--- src/rtl/vga_pkg.sv ---
// vga_pkg: shared VGA timing description, 1600x1200@60 defaults and region helpers
package vga_pkg;
  typedef struct packed {
    int visible;
    int front;
    int sync;
    int back;
  } vga_timing_t;
  localparam vga_timing_t VGA_H_DEFAULT = '{visible: 1600, front: 64, sync: 192, back: 304};
  localparam vga_timing_t VGA_V_DEFAULT = '{visible: 1200, front: 1, sync: 3, back: 46};
  function automatic int total(input vga_timing_t t);
    return t.visible + t.front + t.sync + t.back;
  endfunction
  function automatic int sync_start(input vga_timing_t t);
    return t.visible + t.front;
  endfunction
  function automatic int sync_end(input vga_timing_t t);
    return t.visible + t.front + t.sync - 1;
  endfunction
  function automatic bit timing_ok(input vga_timing_t t);
    return t.visible >= 1 && t.front >= 1 && t.sync >= 1 && t.back >= 1;
  endfunction
endpackage

--- src/rtl/vga_delay_line.sv ---
// vga_delay_line: DEPTH-stage shift register with synchronous clear
module vga_delay_line #(
  parameter int WIDTH = 1,
  parameter int DEPTH = 1
) (
  input  logic             clk,
  input  logic             rst,
  input  logic [WIDTH-1:0] d,
  output logic [WIDTH-1:0] q
);
  if (DEPTH == 0) begin : g_pass
    assign q = d;
  end else begin : g_sr
    logic [WIDTH-1:0] sr [DEPTH];
    always_ff @(posedge clk) begin
      if (rst) sr <= '{default: '0};
      else begin
        sr[0] <= d;
        for (int i = 1; i < DEPTH; i++) sr[i] <= sr[i-1];
      end
    end
    assign q = sr[DEPTH-1];
  end
endmodule

--- src/rtl/vga_timing_gen.sv ---
// vga_timing_gen: parametrised VGA counters, sync and latency-aligned colour output
module vga_timing_gen
  import vga_pkg::*;
#(
  parameter int H_VISIBLE = VGA_H_DEFAULT.visible,
  parameter int H_FRONT   = VGA_H_DEFAULT.front,
  parameter int H_SYNC    = VGA_H_DEFAULT.sync,
  parameter int H_BACK    = VGA_H_DEFAULT.back,
  parameter int V_VISIBLE = VGA_V_DEFAULT.visible,
  parameter int V_FRONT   = VGA_V_DEFAULT.front,
  parameter int V_SYNC    = VGA_V_DEFAULT.sync,
  parameter int V_BACK    = VGA_V_DEFAULT.back,
  parameter int HSYNC_POL = 1,
  parameter int VSYNC_POL = 1,
  parameter int COLOR_W   = 4,
  parameter int LATENCY   = 1,
  localparam vga_timing_t H_T = '{visible: H_VISIBLE, front: H_FRONT, sync: H_SYNC, back: H_BACK},
  localparam vga_timing_t V_T = '{visible: V_VISIBLE, front: V_FRONT, sync: V_SYNC, back: V_BACK},
  localparam int XW = $clog2(total(H_T)),
  localparam int YW = $clog2(total(V_T))
) (
  input  logic                 clock_162,
  input  logic                 rst,
  output logic                 pixel_req,
  output logic [XW-1:0]        pixel_x,
  output logic [YW-1:0]        pixel_y,
  output logic                 line_start,
  output logic                 frame_start,
  input  logic [3*COLOR_W-1:0] rgb_in,
  output logic [COLOR_W-1:0]   RED,
  output logic [COLOR_W-1:0]   GREEN,
  output logic [COLOR_W-1:0]   BLUE,
  output logic                 HSYNC,
  output logic                 VSYNC
);
  localparam logic HP = HSYNC_POL != 0;
  localparam logic VP = VSYNC_POL != 0;
  if (!timing_ok(H_T) || !timing_ok(V_T) || LATENCY < 0 || LATENCY > 8) begin : g_bad_params
    $error("vga_timing_gen: invalid timing parameters");
  end
  logic [XW-1:0] col;
  logic [YW-1:0] row;
  logic last_col, last_row, visible, h_act, v_act, d_vis, d_h, d_v;
  assign last_col = col == XW'(total(H_T) - 1);
  assign last_row = row == YW'(total(V_T) - 1);
  always_ff @(posedge clock_162) begin
    if (rst) begin
      col <= '0;
      row <= '0;
    end else begin
      col <= last_col ? '0 : col + 1'b1;
      if (last_col) row <= last_row ? '0 : row + 1'b1;
    end
  end
  assign visible     = col < XW'(H_VISIBLE) && row < YW'(V_VISIBLE);
  assign h_act       = col >= XW'(sync_start(H_T)) && col <= XW'(sync_end(H_T));
  assign v_act       = row >= YW'(sync_start(V_T)) && row <= YW'(sync_end(V_T));
  assign pixel_req   = visible;
  assign pixel_x     = col;
  assign pixel_y     = row;
  assign line_start  = col == '0;
  assign frame_start = col == '0 && row == '0;
  vga_delay_line #(.WIDTH(3), .DEPTH(LATENCY)) u_align (
    .clk (clock_162),
    .rst (rst),
    .d   ({visible, h_act, v_act}),
    .q   ({d_vis, d_h, d_v})
  );
  always_ff @(posedge clock_162) begin
    if (rst) begin
      {RED, GREEN, BLUE} <= '0;
      HSYNC              <= ~HP;
      VSYNC              <= ~VP;
    end else begin
      {RED, GREEN, BLUE} <= d_vis ? rgb_in : '0;
      HSYNC              <= HP ? d_h : ~d_h;
      VSYNC              <= VP ? d_v : ~d_v;
    end
  end
endmodule

--- config.mk ---
export PLATFORM = sky130hd
export DESIGN_NAME = vga_timing_gen
export DESIGN_NICKNAME = d
export VERILOG_FILES = /design/src/rtl/vga_pkg.sv /design/src/rtl/vga_delay_line.sv /design/src/rtl/vga_timing_gen.sv
export SDC_FILE = /design/constraint.sdc
export NUM_CORES = 1
export LEC_CHECK = 0
export ABC_CLOCK_PERIOD_IN_PS = 1700
export CORE_MARGIN = 2
export CORE_UTILIZATION = 38
export CTS_CLUSTER_SIZE = 10
export DETAILED_ROUTE_END_ITERATION = 16
export PLACE_DENSITY_LB_ADDON = 0.25
export SYNTH_ARGS = -nofsm -noshare
export SYNTH_HDL_FRONTEND = slang
export SYNTH_SLANG_ARGS = --single-unit
export TNS_END_PERCENT = 1
--- constraint.sdc ---
create_clock -name clock_162 -period 1.7 [get_ports clock_162]
set_clock_uncertainty 0.1 [all_clocks]
set_input_delay 0.34 -clock clock_162 [delete_from_list [all_inputs] [get_ports clock_162]]
set_output_delay 0.34 -clock clock_162 [all_outputs]
set_load 0.02 [all_outputs]
==> out/results.tsv <==
stage	metric	value	unit
timing	setup_slack	-0.318	ns
logic_synthesis	syn_nets	209	
grt	grt.busiest_layer	met2	
die	row_count	24	
worst_setup_path	cp-end-kind	output port	
placed_design	dpl_worst_slack	-0.507	ns
cells_and_area	layout_commonest_cell	buf_4	
cells_and_area	seq_area	813	sq um
cells_and_area	layout_common_cells	buf_4 (45), dfxtp_1 (34), clkdlybuf4s50_1 (27), dlygate4sd2_1 (23), nor2_1 (20)	
grt	use_met1	22.2	%
cells_and_area	multi_input_comb_area	915	sq um
grt	globalRouteOverflowTotal	0	
worst_hold_path	holdCritPathClass	reg -> reg	
clock_network	cts_buffers	5	
logic_synthesis	synth_top_area_cell	dfxtp_1	
routing	drt_first_pass_iters	4	
cells_and_area	nets	305	
timing	worst_pin_slew	0.585	ns
timing	rsz0062_at_grt	yes	
grt	antenna_found_initial	0	
timing	relSlewSlack	60.9	%
logic_synthesis	synthCells	190	
timing	hold-worst-slack	0.340	ns
routing	postRouteAntennaNets	0	
logic_synthesis	synth_seq_cells	40	
grt	grt_util_all_layers	17.9	%
clock_network	htreeDepth	2	
placed_design	gp_congestion	0.815	
placed_design	numPortBuffers	53	
logic_synthesis	synthArstFlopShare	0	%
routing	route.detailed.drc	0	
cells_and_area	final_core_util	63.6	%
logic_synthesis	synth_ff_type	dfxtp_1	
clock_network	clockRootBuffer	clkbuf_8	
logic_synthesis	synth_area_leaders	dfxtp_1 (47%), nor2_1 (4.6%), xnor2_1 (4.6%), and2_1 (4.4%), ha_1 (3.6%)	
grt	grt_pass1_vias	1555	
logic_synthesis	synth_top_area_share	46.5	%
grt	grt_pass1_wl	7.18	mm
logic_synthesis	synth-edff-count	0	
cells_and_area	num_antenna_cells	0	
routing	wl	4.41	mm
clock_network	cts_buffer_depth	2	
die	design.die.area	0.00508	sq mm
logic_synthesis	syn_avg_cell_area	9.05	sq um
timing	period_needed	2.02	ns
worst_setup_path	cp.required	1.26	ns
clock_network	cts.sinks	40	
job	maxCapViolations	0	
power_and_ir_drop	p_leak	1.19	nW
logic_synthesis	ys_seq_area_share	46.5	%
worst_setup_path	start_kind	flip-flop	
power_and_ir_drop	cellPowerDensity	656	mW/mm^2
worst_setup_path	critPathMaxFanout	2	
timing	clock.fmax	0.496	GHz
clock_network	cts_tree	built	
placed_design	dp.final_hpwl	3.27	mm
grt	grt_max_degree	14	
clock_network	clk_latency	0.29	ns
timing	period_share	119	%
die	die_h	71.3	um
logic_synthesis	yosysWarnings	0	
power_and_ir_drop	ir_drop	0.000547	V
cells_and_area	fillers	384	
timing	hold_viol_final	0	
die	start_util	39.5	%
grt	met2_usage	29.4	%
logic_synthesis	syn-cell-area	0.00172	sq mm
routing	wl_per_cell	13.0	um
logic_synthesis	synth.distinct_cells	35	
die	ios	54	
routing	route.vias.total	1653	
routing	drt-initial-drc-count	102	
status	violations	negative setup slack	
timing	slew_violations	0	
timing	finalSetupViolCount	9	
routing	avgViaCountPerCell	4.88	
worst_setup_path	arrival	1.58	ns
worst_setup_path	criticalPathCategory	reg -> out	
status	status	finished, violations left	
cells_and_area	drive_above_1_share	26.1	%
die	core	0.00435	sq mm
cells_and_area	syn2layout_area_growth	60.9	%
grt	gr-usage-met3	4.36	%
die	die_w	71.3	um
clock_network	path_clk_slew	0.08	ns
timing repair:
item                                   4_1_cts  5_1_grt
endpoints found under the hold margin        0        0
setup endpoints to repair                   37       19
gates resized for setup                     44        7
cloned                                       0        0
pin swaps                                    5        5
buffers inserted                             0        1
hold buffers                                 0        0
per-stage QoR:
step	std cells	instance area (sq um)	power [W]	TNS, ns
2_1_floorplan	190	1750	0.00106	-1.23
3_3_place_gp	330	2650	0.00117	-3.33
3_5_place_dp	330	2650	0.00118	-3.85
4_1_cts	338	2740	0.00183	-1.18
5_1_grt	339	2770	0.00189	-2.18
6_report	339	2770	0.00181	-1.40
cells in the mapped netlist, types with 6 or more instances:
library cell and n:
a21oi_1 8, dfxtp_1 40, and2_1 12, xnor2_1 9
nand3_1 6, nor2_1 21, nand4_1 6, nand2_1 7
or3_1 9, clkbuf_1 6, inv_1 10, o21ai_0 8
power breakdown:
group	internal (W)	switching, W	leakage [nW]
Clock	0.000329	0.000330	0.0477
Combinational	0.000114	0.0000842	0.818
Sequential	0.000952	0.00000535	0.328
per-layer routing:
layer  vias to the layer above  routed length, um  share of wire, %
li1                        847                  -                 -
met1                       761               1960                44
met2                        39               2150                49
met3                         6                223               5.1
met4                         0                 72               1.6
met5                         -                  0                 0
critical path: stages, from the launching register on:
cell      delay, ns
dfxtp_4        0.35
nor4_4         0.29
and4_4         0.27
nor4bb_4       0.20
buf_4          0.18
path summary, 6_finish.rpt:
path	start	end	slack, ns	cells after the start
worst max-delay path	pixel_x[10]	frame_start	-0.32	4
worst min-delay path	u_align.q[1]	HSYNC	0.34	1
worst max register to register	pixel_x[7]	pixel_y[7]	-0.18	6
worst min register to register	u_align.q[1]	HSYNC	0.34	1
registers in the layout (all words and copies together), names as in the netlist:
signal	flops
BLUE	4
RED	4
GREEN	4
u_align.q	3
pixel_y	11
VSYNC	1
HSYNC	1
pixel_x	12
area by class of cell:
cell class | instances | share of cell area (%)
Inverter | 10 | 1.36
Sequential cell | 40 | 29.4
Clock buffer | 6 | 2.98
Tap cell | 52 | 2.35
Timing Repair Buffer | 97 | 30.4
Multi-Input combinational cell | 132 | 33.0
Clock inverter | 2 | 0.497
logic make-up (layout without fill, tap and decap cells):
family | count (synthesis) | after routing | share of synthesized area, %
buf+inv | 18 | 115 | 4.07
compound gates | 23 | 23 | 7.78
simple gates | 89 | 89 | 30.2
xor+xnor | 13 | 13 | 6.62
flops | 40 | 40 | 46.5
fa+ha+maj | 5 | 5 | 3.64
mux | 2 | 2 | 1.16
No activity file was read; power rests on OpenSTA's default activity.
